File: src/rtl/fetch_stage_if.sv
// Instruction-memory request/response bundle for the fetch stage.
// master = fetch stage, slave = instruction memory.
interface fetch_stage_if;
    logic        imem_req;
    logic [31:0] imem_addr;
    logic [31:0] imem_rdata;
    logic        imem_valid;

    modport master (
        output imem_req,
        output imem_addr,
        input  imem_rdata,
        input  imem_valid
    );

    modport slave (
        input  imem_req,
        input  imem_addr,
        output imem_rdata,
        output imem_valid
    );
endinterface

File: src/rtl/fetch_stage.sv
// Fetch stage: PC, IF/ID register, one-entry skid buffer, redirect discard.
// Define FETCH_PERF_CNT_EN to build the saturating bubble counter.
module fetch_stage #(
    parameter logic [31:0] RESET_PC = 32'h0000_0000
) (
    input  logic                 clk,
    input  logic                 rst,
    input  logic                 hazard,
    input  logic                 stall_mem,
    input  logic                 flush,
    input  logic [31:0]          branch_target,
    fetch_stage_if.master        imem,
    output logic [31:0]          instruction,
    output logic [31:0]          next_pc,
    output logic                 fetch_busy,
    output logic [31:0]          bubble_count
);
    localparam logic [31:0] NOP = 32'h0000_0013;

    typedef enum logic [1:0] {
        FETCH   = 2'd0,
        DISCARD = 2'd1,
        HELD    = 2'd2
    } state_t;

    state_t      r_state;
    logic [31:0] r_pc;
    logic [31:0] r_instr;
    logic [31:0] r_npc;
    logic [31:0] r_skid;
    logic        r_skid_v;
    logic [31:0] r_tgt;

    state_t      w_state_nxt;
    logic [31:0] w_pc_nxt;
    logic [31:0] w_instr_nxt;
    logic [31:0] w_npc_nxt;
    logic [31:0] w_skid_nxt;
    logic        w_skid_v_nxt;
    logic [31:0] w_tgt_nxt;
    logic [31:0] w_pc_inc;

    assign w_pc_inc        = r_pc + 32'd4;
    assign imem.imem_req   = !rst && (r_state != HELD);
    assign imem.imem_addr  = r_pc;
    assign fetch_busy      = imem.imem_req && !imem.imem_valid;
    assign instruction     = r_instr;
    assign next_pc         = r_npc;

    // Next-state and IF/ID update: stall_mem > flush > hazard > normal.
    always_comb begin
        w_state_nxt  = r_state;
        w_pc_nxt     = r_pc;
        w_instr_nxt  = r_instr;
        w_npc_nxt    = r_npc;
        w_skid_nxt   = r_skid;
        w_skid_v_nxt = r_skid_v;
        w_tgt_nxt    = r_tgt;
        unique case (r_state)
            FETCH: begin
                if (stall_mem || (!flush && hazard)) begin
                    if (imem.imem_valid) begin
                        w_skid_nxt   = imem.imem_rdata;
                        w_skid_v_nxt = 1'b1;
                        w_state_nxt  = HELD;
                    end
                end else if (flush) begin
                    w_instr_nxt  = NOP;
                    w_npc_nxt    = '0;
                    w_skid_v_nxt = 1'b0;
                    if (imem.imem_valid) begin
                        w_pc_nxt = branch_target;
                    end else begin
                        w_tgt_nxt   = branch_target;
                        w_state_nxt = DISCARD;
                    end
                end else if (imem.imem_valid) begin
                    w_instr_nxt = imem.imem_rdata;
                    w_npc_nxt   = w_pc_inc;
                    w_pc_nxt    = w_pc_inc;
                end else begin
                    w_instr_nxt = NOP;
                    w_npc_nxt   = '0;
                end
            end
            DISCARD: begin
                if (stall_mem) begin
                    w_state_nxt = DISCARD;
                end else if (flush) begin
                    w_instr_nxt  = NOP;
                    w_npc_nxt    = '0;
                    w_skid_v_nxt = 1'b0;
                    if (imem.imem_valid) begin
                        w_pc_nxt    = branch_target;
                        w_state_nxt = FETCH;
                    end else begin
                        w_tgt_nxt = branch_target;
                    end
                end else if (!hazard && imem.imem_valid) begin
                    w_pc_nxt    = r_tgt;
                    w_state_nxt = FETCH;
                end
            end
            HELD: begin
                if (stall_mem) begin
                    w_state_nxt = HELD;
                end else if (flush) begin
                    w_instr_nxt  = NOP;
                    w_npc_nxt    = '0;
                    w_skid_v_nxt = 1'b0;
                    w_pc_nxt     = branch_target;
                    w_state_nxt  = FETCH;
                end else if (!hazard) begin
                    if (r_skid_v) begin
                        w_instr_nxt = r_skid;
                        w_npc_nxt   = w_pc_inc;
                        w_pc_nxt    = w_pc_inc;
                    end
                    w_skid_v_nxt = 1'b0;
                    w_state_nxt  = FETCH;
                end
            end
            default: begin
                w_state_nxt = FETCH;
            end
        endcase
    end

    // Stage registers with asynchronous reset.
    always_ff @(posedge clk or posedge rst) begin
        if (rst) begin
            r_state  <= FETCH;
            r_pc     <= RESET_PC;
            r_instr  <= NOP;
            r_npc    <= '0;
            r_skid   <= '0;
            r_skid_v <= 1'b0;
            r_tgt    <= '0;
        end else begin
            r_state  <= w_state_nxt;
            r_pc     <= w_pc_nxt;
            r_instr  <= w_instr_nxt;
            r_npc    <= w_npc_nxt;
            r_skid   <= w_skid_nxt;
            r_skid_v <= w_skid_v_nxt;
            r_tgt    <= w_tgt_nxt;
        end
    end

`ifdef FETCH_PERF_CNT_EN
    logic        w_bubble;
    logic [31:0] r_bubble_cnt;

    // A NOP enters IF/ID on any unstalled flush or an empty unheld fetch.
    assign w_bubble = !stall_mem &&
                      (flush || (r_state == FETCH && !hazard && !imem.imem_valid));

    // Saturating count of NOPs inserted into IF/ID.
    always_ff @(posedge clk or posedge rst) begin
        if (rst) begin
            r_bubble_cnt <= '0;
        end else if (w_bubble && (r_bubble_cnt != 32'hFFFF_FFFF)) begin
            r_bubble_cnt <= r_bubble_cnt + 32'd1;
        end
    end

    assign bubble_count = r_bubble_cnt;
`else
    assign bubble_count = '0;
`endif
endmodule

File: src/flat_wrapper.sv
// flat-port wrapper written by rule: the top's interface ports become plain ports
module fetch_stage_flat 
#(
    parameter logic [31:0] RESET_PC = 32'h0000_0000
)
  (clk, rst, hazard, stall_mem, flush, branch_target, instruction, next_pc, fetch_busy, bubble_count, imem_imem_req, imem_imem_addr, imem_imem_rdata, imem_imem_valid);
  fetch_stage_if imem_i ();
  input  logic clk;
  input  logic rst;
  input  logic hazard;
  input  logic stall_mem;
  input  logic flush;
  input  logic [31:0] branch_target;
  output logic [31:0] instruction;
  output logic [31:0] next_pc;
  output logic fetch_busy;
  output logic [31:0] bubble_count;
  output wire logic [$bits(imem_i.imem_req)-1:0] imem_imem_req;
  output wire logic [$bits(imem_i.imem_addr)-1:0] imem_imem_addr;
  input wire logic [$bits(imem_i.imem_rdata)-1:0] imem_imem_rdata;
  input wire logic [$bits(imem_i.imem_valid)-1:0] imem_imem_valid;
  assign imem_imem_req = imem_i.imem_req;
  assign imem_imem_addr = imem_i.imem_addr;
  assign imem_i.imem_rdata = imem_imem_rdata;
  assign imem_i.imem_valid = imem_imem_valid;
  fetch_stage #(.RESET_PC(RESET_PC)) u_core (.clk(clk), .rst(rst), .hazard(hazard), .stall_mem(stall_mem), .flush(flush), .branch_target(branch_target), .imem(imem_i), .instruction(instruction), .next_pc(next_pc), .fetch_busy(fetch_busy), .bubble_count(bubble_count));
endmodule
File: config.mk
export PLATFORM = sky130hd
export DESIGN_NAME = fetch_stage_flat
export DESIGN_NICKNAME = d
export VERILOG_FILES = /design/src/rtl/fetch_stage_if.sv /design/src/rtl/fetch_stage.sv /design/src/flat_wrapper.sv
export SDC_FILE = /design/constraint.sdc
export NUM_CORES = 1
export LEC_CHECK = 0
export CORE_MARGIN = 2
export CORE_UTILIZATION = 55
export CTS_CLUSTER_SIZE = 28
export DETAILED_ROUTE_END_ITERATION = 8
export PLACE_DENSITY = 0.86
export SLEW_MARGIN = 10
export SYNTH_ARGS = -nofsm -noshare
export SYNTH_HDL_FRONTEND = slang
export SYNTH_SLANG_ARGS = --single-unit
File: constraint.sdc
create_clock -name clk -period 9.8 [get_ports clk]
set_clock_uncertainty 0.05 [all_clocks]
set_input_delay 1.47 -clock clk [delete_from_list [all_inputs] [get_ports clk]]
set_output_delay 1.47 -clock clk [all_outputs]
set_load 0.02 [all_outputs]
==> flow_summary_export.csv, run 1 <==
group,metric,value,unit
status,outcome,"complete, no violations",
global_route,grt_max_degree,98,
sta,fmax,221.8,MHz
clock_tree,cts-htree-levels,4,
final_layout,nets,1112,
power,switching_share,0.4259,
sta,slew_violations,0,
global_route,gr-usage-all-layers,0.2910,
setup_path,worst-path-buf-inv,3,
clock_tree,cts_tree,"yes",
drt,drt-total-wl,24480,microns
power,seq_power_share,0.343,
place,io_buffers,167,
setup_path,cp_top_family,"buffers and inverters",
final_layout,fin_util,0.7012,
setup_path,cp_max_fo,29,
drt,drc,0,
hold_path,holdCritPathClass,"flip-flop to flip-flop",
logic_synthesis,synthCells,912,
setup_path,rr_startpoint,"u_core.r_state[0]",
setup_path,path_common_cell,"clkdlybuf4s50_1",
final_layout,drive_gt1_frac,0.1314,
global_route,first_global_vias,7273,
setup_path,crit_path_max_incr_delay,630,ps
clock_tree,cts.sinks,163,
global_route,antenna_found_initial,0,
power,leakage,4.493,nW
global_route,grt_pass1_wl,38730,microns
floorplan,rows,46,
sta,timing.final.crit_share,0.4601,
logic_synthesis,synth-edff-count,0,
clock_tree,cts_root_buffer,"clkbuf_16",
drt,ant_nets,0,
logic_synthesis,ys.flop_type,"dfrtp_1",
place,hpwl,16240,microns
drt,drt-pass1-iter-count,6,
setup_path,end_kind,"primary output",
sta,whs,426.9,ps
power,max-vdd-ir-drop,280.9,uV
sta,worst-slew-pin-transition,984.7,ps
setup_path,reg2reg_depth,9,
sta,fin_ws,5291,ps
power,p_clk_frac,0.196,
place,gp_congestion,0.8910,
setup_path,slowest_stage,"clkdlybuf4s50_1",
sta,hold_violations,0,
logic_synthesis,seq_area_frac_synth,0.4609,
clock_tree,clockBufferDepth,2,
power,p_sw,1.534,mW
floorplan,fp.coreArea,15830,sq um
final_layout,multi_input_area,4309,sq um
run,cap_violations,0,
setup_path,critPathRequiredTime,8280,ps
setup_path,worstPathCellList,"clkdlybuf4s50_1, buf_4, nor3_1, clkdlybuf4s50_1",
setup_path,cp.arrival,2990,ps
final_layout,antenna_cells,0,
floorplan,initial_core_util,0.5596,
setup_path,crit_type,"input port to primary output",
clock_tree,numCtsBuffers,17,
sta,maxSlewHeadroom,0.3411,
clock_tree,cts_resized,0,
floorplan,chipWidth,130.9,microns
place,post-place-ws,5281,ps
drt,drt-initial-drc-count,1002,
final_layout,fillers,1129,
logic_synthesis,synth_area,8857,sq um
power,power.internal,2.068,mW
hold_path,hold_depth,2,
logic_synthesis,avgSynthCellArea,9.712,sq um
power,power_frac_comb,0.461,
clock_tree,postCtsSetupBuffers,0,
logic_synthesis,ys_warn_count,0,
power,power_density,324.5,nW/um^2
drt,wl_per_cell,19.34,microns
sta,setup_violations,0,
floorplan,ioPinCount,200,
setup_path,crit_path_start,"imem_imem_valid",
logic_synthesis,async_flop_share,1.000,
floorplan,die_area,17130,sq um
final_layout,seqCellArea,4083,sq um
floorplan,die_h,130.9,microns
final_layout,area_growth,25.30,%
clock_tree,cts_hold_buf,0,
logic_synthesis,ys_ff_latch,163,
drt,via_per_inst,6.143,
global_route,gr-total-overflow,0,
sta,rsz0062_at_grt,"no",
hold_path,hp-start,"u_core.instruction[0]",
clock_tree,clkTransAtPathRegs,70,ps
clock_tree,clkLatencyLatePin,440,ps
logic_synthesis,synthDistinctLibCells,76,
setup_path,cp.depth,4,
sta,layout_min_cycle_time,4509,ps
setup_path,crit_path_start_kind,"input port",
sta,tns,0,ps
drt,vias,7777,
==> cells by family (layout without fill, tap and decap cells) <==
family	count (synthesis)	after routing	share of synthesized area
AO/OA/AOI/OAI	259	259	0.1900
XOR/XNOR	28	28	0.02769
adder cells (fa/ha/maj)	5	5	0.007063
buffers and inverters	116	223	0.06879
flip-flops	163	163	0.4609
multiplexers	81	81	0.1009
other	1	32	0.0004234
AND/OR/NAND/NOR	259	259	0.1442
==> metal layers <==
layer | vias up | wire length, microns | global-route usage
met2 | 438 | 11690 | 0.4507
met5 | - | 0 | 0
met1 | 3797 | 10030 | 0.3973
met4 | 0 | 473 | 0.09825
li1 | 3489 | - | -
met3 | 53 | 2297 | 0.08184
==> cells in the mapped netlist, types with 6 or more instances <==
| library cell | instances | area [sq um] |
|---|---|---|
| a22o_1 | 11 | 96.34 |
| a221oi_1 | 9 | 78.83 |
| nand2b_1 | 9 | 56.30 |
| mux2_2 | 66 | 743.2 |
| nand3_1 | 21 | 105.1 |
| and3_1 | 6 | 37.54 |
| buf_4 | 34 | 255.2 |
| nor3_1 | 16 | 80.08 |
| mux2i_1 | 15 | 150.1 |
| dfrtp_1 | 160 | 4004 |
| nand2_1 | 105 | 394.1 |
| a22oi_1 | 35 | 262.8 |
| clkbuf_1 | 34 | 127.6 |
| a21oi_1 | 27 | 135.1 |
| xnor2_1 | 15 | 131.4 |
| inv_1 | 11 | 41.29 |
| a222oi_1 | 6 | 60.06 |
| o21ai_0 | 111 | 555.5 |
| nor2_1 | 55 | 206.5 |
| nand4_1 | 10 | 62.56 |
| buf_2 | 30 | 150.1 |
| xor2_1 | 13 | 113.9 |
==> power groups by stage <==
stage,Clock (mW),Combinational [mW],Sequential [mW]
2_1_floorplan,0,0.987,1.29
3_3_place_gp,0,1.58,1.22
3_5_place_dp,0,1.63,1.23
4_1_cts,0.711,1.65,1.23
5_1_grt,0.738,1.80,1.27
6_report,0.707,1.66,1.24
==> final cells by class <==
type / instances / area share
clock buffers: 19 / 0.04081
inverters: 11 / 0.004171
clock inverters: 13 / 0.01556
flip-flops and latches: 163 / 0.3679
well taps: 216 / 0.02435
repair buffers: 180 / 0.1590
multi-input cells: 664 / 0.3883
==> worst paths after layout <==
kind / endpoint / slack [ps]
min reg2reg: u_core.instruction[0] / 430
max: fetch_busy / 5290
max reg2reg: u_core.imem.imem_addr[22] / 6150
max in group asynchronous: u_core.next_pc[15] / 6700
min: u_core.instruction[0] / 430
min in group asynchronous: u_core.r_skid[7] / 1600
==> state kept, by name, indices dropped and copies added, names as in the netlist <==
signal / count
u_core.imem.imem_addr: 32
u_core.instruction: 32
u_core.next_pc: 32
u_core.r_skid: 32
u_core.r_skid_v: 1
u_core.r_state: 2
u_core.r_tgt: 32
==> per-stage QoR <==
step	power, mW	instances	cell area (sq um)
floorplan	2.279	943	8974
global placement	2.798	1234	10470
detailed placement	2.864	1234	10470
CTS	3.584	1266	11100
global route	3.807	1266	11100
finish	3.601	1266	11100
==> worst register-to-register path, delay by kind of cell (launching register included) <==
kind	cells	cell delay (ps)
simple gates	2	1210
fa+ha+maj	1	280
compound gates	4	1210
buf+inv	2	370
flops	1	410
==> cell usage in the layout (no fill, tap or decap), drive strengths merged, types with 4 or more instances in the layout <==
| master | count |
|---|---|
| mux2i | 15 |
| a32o | 4 |
| a22o | 11 |
| a31oi | 4 |
| o2bb2ai | 4 |
| nand3 | 23 |
| nor3 | 17 |
| a22oi | 35 |
| xor2 | 13 |
| a211oi | 4 |
| o31ai | 5 |
| mux2 | 66 |
| and3 | 7 |
| conb | 32 |
| clkbuf | 19 |
| nand2 | 106 |
| a222oi | 6 |
| nor4 | 6 |
| nand4 | 12 |
| xnor2 | 15 |
| and4 | 6 |
| nor2b | 5 |
| o21ai | 113 |
| a21oi | 27 |
| nand2b | 9 |
| ha | 5 |
| buf | 14 |
| o21a | 5 |
| inv | 15 |
| dfrtp | 160 |
| nor2 | 56 |
| clkdlybuf4s50 | 166 |
| a221oi | 9 |
No activity file was read; power rests on OpenSTA's default activity.
==> run 2, diff against run 1 <==
--- a/config.mk
+++ b/config.mk
@@ -6,10 +6,10 @@
 export NUM_CORES = 1
 export LEC_CHECK = 0
 export CORE_MARGIN = 2
-export CORE_UTILIZATION = 55
+export CORE_UTILIZATION = 51
 export CTS_CLUSTER_SIZE = 28
 export DETAILED_ROUTE_END_ITERATION = 8
-export PLACE_DENSITY = 0.86
+export PLACE_DENSITY = 0.81
 export SLEW_MARGIN = 10
 export SYNTH_ARGS = -nofsm -noshare
 export SYNTH_HDL_FRONTEND = slang
==> constraint.sdc (replaced) <==
create_clock -name clk -period 4.6 [get_ports clk]
set_clock_uncertainty 0.05 [all_clocks]
set_input_delay 0.69 -clock clk [delete_from_list [all_inputs] [get_ports clk]]
set_output_delay 0.69 -clock clk [all_outputs]
set_load 0.02 [all_outputs]
==> run 2 against run 1 <==
Net effect: clock-buffer cell count is 1 higher; highest routed layer unchanged; combinational power is 110% higher; global-route usage fell by 1.8 points; via count fell by 1.8%; die area increased by 7.6%; total power up 120%; sequential share of layout area fell by 0.58 points; wire length rose by 0.21%; worst setup slack lost 3600 ps; non-clock buffer count is 4 higher; core utilization down 4.2 points; final area rose by 1.6%.
==> flow_summary_export.csv, run 2 (same netlist as run 1, synthesis figures left out) <==
group,metric,value,unit
drt,wl_per_cell,19.18,microns
power,p_total,7.964,mW
drt,drc,0,
setup_path,rr_startpoint,"u_core.r_state[1]",
clock_tree,cts.sinks,163,
final_layout,nets,1116,
place,io_buffers,167,
clock_tree,cts-htree-levels,4,
hold_path,holdCritPathClass,"flip-flop to flip-flop",
sta,hold_violations,0,
place,hpwl,16580,microns
final_layout,antenna_cells,0,
global_route,gr-usage-all-layers,0.2734,
status,outcome,"complete, no violations",
setup_path,slowest_stage,"nor2_1",
clock_tree,cts_tree,"yes",
drt,vias,7640,
final_layout,layout.cells.non_filler,1279,
setup_path,cp.arrival,3220,ps
sta,slew_violations,0,
setup_path,reg2reg_to,"u_core.imem.imem_addr[9]",
hold_path,hold_depth,2,
sta,timing.final.crit_share,0.6375,
setup_path,reg2reg_depth,8,
drt,ant_nets,0,
floorplan,initial_core_util,0.5175,
floorplan,chipWidth,135.8,microns
setup_path,crit_type,"flip-flop to flip-flop",
final_layout,area_growth,27.32,%
sta,tns,0,ps
clock_tree,cts_resized,0,
final_layout,drive_gt1_frac,0.1347,
setup_path,worstPathCellList,"inv_1, ha_1, nand2_1, nor2_1, buf_4, a222oi_1, o31a_1, o21ai_0",
global_route,grtUsageMet3,0.07557,
place,gp_congestion,0.9118,
global_route,grt_max_degree,88,
clock_tree,clkTransAtPathRegs,70,ps
setup_path,crit_path_max_incr_delay,710,ps
sta,fmax,341.0,MHz
drt,drt-pass1-iter-count,5,
sta,rsz0062_at_grt,"no",
clock_tree,clockBufferDepth,2,
floorplan,ioPinCount,200,
floorplan,fp.coreArea,17120,sq um
global_route,use_met2,0.4301,
setup_path,critPathRequiredTime,4890,ps
place,dp.cells,1247,
sta,maxSlewHeadroom,0.4057,
run,cap_violations,0,
final_layout,final_common_cell,"clkdlybuf4s50_1",
sta,layout_min_cycle_time,2932,ps
global_route,gr-total-overflow,0,
power,power_density,706.2,nW/um^2
clock_tree,clkLatencyLatePin,430,ps
drt,drt-total-wl,24540,microns
sta,setup_violations,0,
global_route,grt_pass1_wl,39320,microns
setup_path,crit_path_start_kind,"flip-flop",
setup_path,end_kind,"flip-flop",
sta,worst-slew-pin-transition,888.1,ps
power,max-vdd-ir-drop,424.3,uV
setup_path,reg2reg_slack,1670,ps
floorplan,die_h,135.8,microns
sta,fin_ws,1668,ps
floorplan,rows,48,
sta,whs,425.1,ps
clock_tree,postCtsSetupBuffers,0,
setup_path,crit_path_start,"u_core.r_state[1]",
global_route,antenna_found_initial,0,
power,leakage,4.571,nW
global_route,first_global_vias,7475,
floorplan,die_area,18440,sq um
clock_tree,cts_hold_buf,0,
clock_tree,cts_root_buffer,"clkbuf_16",
final_layout,layout_common_cells,"clkdlybuf4s50_1 (166), dfrtp_1 (160), o21ai_0 (111)",
drt,drt-initial-drc-count,768,
drt,via_per_inst,5.973,
setup_path,cp_max_fo,19,
place,post-place-ws,1361,ps
setup_path,worstSetupEndpoint,"u_core.imem.imem_addr[9]",
global_route,use_met1,0.3641,
clock_tree,numCtsBuffers,17,
global_route,grt-busiest-layer,"met2",
[run 2: cell types whose count changed in the layout (fill, tap and decap cells not counted), sizes merged]
cell / delta
clkinv: -2
buf: +4
bufinv: +5
inv: -4
clkbuf: +1
[run 2: power breakdown]
group / total [mW] / internal [mW] / switching, mW
Sequential: 2.64 / 2.05 / 0.591
Clock: 1.77 / 1.17 / 0.597
Combinational: 3.55 / 1.50 / 2.05
Total: 7.96 / 4.72 / 3.24
[run 2: through the flow]
| step | util | cell area, sq um |
|---|---|---|
| 2_1_floorplan | - | 8977 |
| 3_3_place_gp | 0.6156 | 10540 |
| 3_5_place_dp | 0.6156 | 10540 |
| 4_1_cts | 0.6588 | 11280 |
| 5_1_grt | 0.6588 | 11280 |
| 6_report | 0.6588 | 11280 |
[run 2: per-layer routing]
| metal | vias up | wire length [microns] |
|---|---|---|
| li1 | 3499 | - |
| met1 | 3707 | 10020 |
| met2 | 386 | 11520 |
| met3 | 48 | 2425 |
| met4 | 0 | 573 |
| met5 | - | 0 |
[run 2: worst min-delay path by stage]
stage | from | to | slack, ps
after floorplan | u_core.r_skid_v | u_core.r_skid_v | 410
after global placement | u_core.instruction[15] | u_core.instruction[15] | 410
after detailed placement | u_core.instruction[15] | u_core.instruction[15] | 420
after CTS | u_core.instruction[0] | u_core.instruction[0] | 430
after global routing | u_core.instruction[0] | u_core.instruction[0] | 450
final | u_core.next_pc[14] | u_core.next_pc[14] | 430
[run 2: critical path: cells and delay by family, from the launching register on]
family | cells | cell delay (ps)
adders and majority gates | 1 | 620
DFF | 1 | 410
buffers and inverters | 2 | 450
AOI/OAI and AO/OA | 3 | 440
and+or+nand+nor | 2 | 860
[run 2: layout make-up]
type                    count  area (sq um)
clock inverters            12         272.8
fillers                  1383          5839
well taps                 225         281.5
flip-flops and latches    163          4083
repair buffers            184          1819
clock buffers              20         466.7
inverters                  11         45.04
multi-input cells         664          4309
==> run 3, diff against run 2 <==
--- a/config.mk
+++ b/config.mk
@@ -6,10 +6,10 @@
 export NUM_CORES = 1
 export LEC_CHECK = 0
 export CORE_MARGIN = 2
-export CORE_UTILIZATION = 51
+export CORE_UTILIZATION = 46
 export CTS_CLUSTER_SIZE = 28
 export DETAILED_ROUTE_END_ITERATION = 8
-export PLACE_DENSITY = 0.81
+export PLACE_DENSITY = 0.77
 export SLEW_MARGIN = 10
 export SYNTH_ARGS = -nofsm -noshare
 export SYNTH_HDL_FRONTEND = slang
==> constraint.sdc (replaced) <==
create_clock -name clk -period 2.45 [get_ports clk]
set_clock_uncertainty 0.05 [all_clocks]
set_input_delay 0.3675 -clock clk [delete_from_list [all_inputs] [get_ports clk]]
set_output_delay 0.3675 -clock clk [all_outputs]
set_load 0.02 [all_outputs]
==> run 3 against run 2 <==
Net effect: total power is 95% higher; wire length grew 4.7%; critical path type unchanged; sequential power increased by 80%; highest routed layer unchanged; first-iteration DRC count grew 7.7%; global-route usage down 1.7 points; critical path depth unchanged; cell count up 6.8%.
==> flow_summary_export.csv, run 3 (same netlist as run 1, synthesis figures left out) <==
group,metric,value,unit
drt,drt-pass1-iter-count,5,
final_layout,antenna_cells,0,
place,dp.cells,1335,
final_layout,layout_common_cells,"clkdlybuf4s50_1 (164), dfrtp_1 (160), o21ai_0 (111)",
final_layout,nets,1170,
setup_path,cp.depth,8,
power,power_density,1316,nW/um^2
clock_tree,cts_tree,"yes",
clock_tree,clkTransAtPathRegs,70,ps
setup_path,critPathRequiredTime,2710,ps
floorplan,fp.coreArea,18830,sq um
drt,wl_per_cell,18.80,microns
drt,vias,7926,
setup_path,worst-path-buf-inv,1,
floorplan,die_h,142.8,microns
sta,worst-slew-pin-transition,672.6,ps
setup_path,slowest_stage,"dfrtp_1",
sta,tns,0,ps
setup_path,cp.arrival,2630,ps
sta,fmax,422.5,MHz
setup_path,crit_type,"flip-flop to flip-flop",
place,hpwl,18010,microns
clock_tree,cts_root_buffer,"clkbuf_16",
clock_tree,cts_hold_buf,0,
sta,rsz0062_at_grt,"yes",
setup_path,crit_path_start_kind,"flip-flop",
floorplan,chipWidth,142.8,microns
floorplan,rows,50,
place,gp_congestion,0.9048,
drt,drc,0,
floorplan,ioPinCount,200,
sta,setup_violations,0,
run,cap_violations,0,
drt,drt-total-wl,25680,microns
power,p_total,15.50,mW
final_layout,final_common_cell,"clkdlybuf4s50_1",
clock_tree,numCtsBuffers,17,
sta,hold_violations,0,
power,max-vdd-ir-drop,683.4,uV
floorplan,initial_core_util,0.4704,
setup_path,crit_path_max_incr_delay,420,ps
setup_path,crit_path_start,"u_core.r_state[1]",
status,outcome,"complete, no violations",
power,leakage,4.863,nW
sta,layout_min_cycle_time,2367,ps
global_route,gr-usage-all-layers,0.2563,
sta,slew_violations,0,
setup_path,rr_startpoint,"u_core.r_state[1]",
setup_path,reg2reg_depth,8,
global_route,first_global_vias,7573,
clock_tree,clockBufferDepth,2,
drt,via_per_inst,5.802,
setup_path,worstPathCellList,"inv_1, ha_1, nor2b_1, o21ai_0, and2_4, a222oi_1, o41ai_1, a22o_1",
clock_tree,cts.sinks,163,
final_layout,area_growth,33.01,%
final_layout,fillers,1518,
drt,drt-initial-drc-count,827,
final_layout,layout.cells.non_filler,1366,
setup_path,end_kind,"flip-flop",
drt,ant_nets,0,
global_route,antenna_found_initial,0,
sta,timing.final.crit_share,0.9660,
final_layout,drive_gt1_frac,0.1772,
global_route,grt_max_degree,63,
final_layout,fin_util,0.6256,
floorplan,die_area,20380,sq um
hold_path,holdCritPathClass,"input port to async pin",
setup_path,cp_top_family,"compound AO/OA/AOI/OAI gates",
global_route,gr-total-overflow,0,
global_route,grt_pass1_wl,40900,microns
clock_tree,cts-htree-levels,4,
place,io_buffers,167,
sta,maxSlewHeadroom,0.5486,
setup_path,cp_max_fo,6,
clock_tree,clkLatencyLatePin,420,ps
run 3: cell types whose count changed in the layout (fill, tap and decap cells not counted), moves of 2 or more:
cell             previous run  this run
bufinv_16                   8         6
inv_6                       1         3
clkbuf_8                    3         1
clkdlybuf4s50_1           166       164
buf_4                      15        58
clkinvlp_4                  3         1
buf_12                      2        12
run 3: worst paths after layout:
check,to,slack (ps)
min reg2reg,u_core.next_pc[16],430
max reg2reg,u_core.imem.imem_addr[22],80
max in group asynchronous,u_core.instruction[0],1440
max,u_core.imem.imem_addr[22],80
min,u_core.instruction[9],290
min in group clk,u_core.next_pc[16],430
run 3: power by group:
part	internal [mW]	switching, mW
clock network	1.94	1.11
registers	3.85	0.913
logic	3.42	4.28
total	9.21	6.30
run 3: layout make-up:
class | instances | area [sq um] | share of cell area
Clock inverter | 11 | 224.0 | 0.01901
Inverter | 11 | 45.04 | 0.003823
Multi-Input combinational cell | 664 | 4314 | 0.3662
Clock buffer | 19 | 442.9 | 0.03760
Tap cell | 260 | 325.3 | 0.02761
Sequential cell | 163 | 4083 | 0.3465
Timing Repair Buffer | 238 | 2347 | 0.1992
run 3: worst register-to-register path, cell delays in order (launching register included):
cell and delay [ps]:
dfrtp_1 420, inv_1 90, ha_1 340, nor2b_1 190, o21ai_0 170, and2_4 250
a222oi_1 370, o41ai_1 150, a22o_1 240
run 3: per-stage QoR:
step | cell area, sq um | setup WS, ps | hold slack (ps)
6_report | 11780 | 83.32 | 292.4
2_1_floorplan | 8977 | -35.85 | 413.4
4_1_cts | 11770 | 23.13 | 294.7
5_1_grt | 11780 | -35.61 | 338.6
3_3_place_gp | 11100 | 44.97 | 411.9
3_5_place_dp | 11100 | -25.00 | 419.4
run 3: repair_timing:
item / 4_1_cts / 5_1_grt
pin swaps: 0 / 2
gates resized for setup: 2 / 7
setup buffers: 0 / 1
setup endpoints to repair: 2 / 9
cloned: 0 / 0
run 3: layer usage:
layer  wire [microns]  track usage  part of all wire  vias to the layer above
met2            11960       0.3995              0.47                      394
met1            10860       0.3502              0.42                     3868
met4              502      0.07921             0.020                        0
li1                 -            -                 -                     3618
met3             2357      0.06975             0.092                       46
met5                0            0                 0                        -
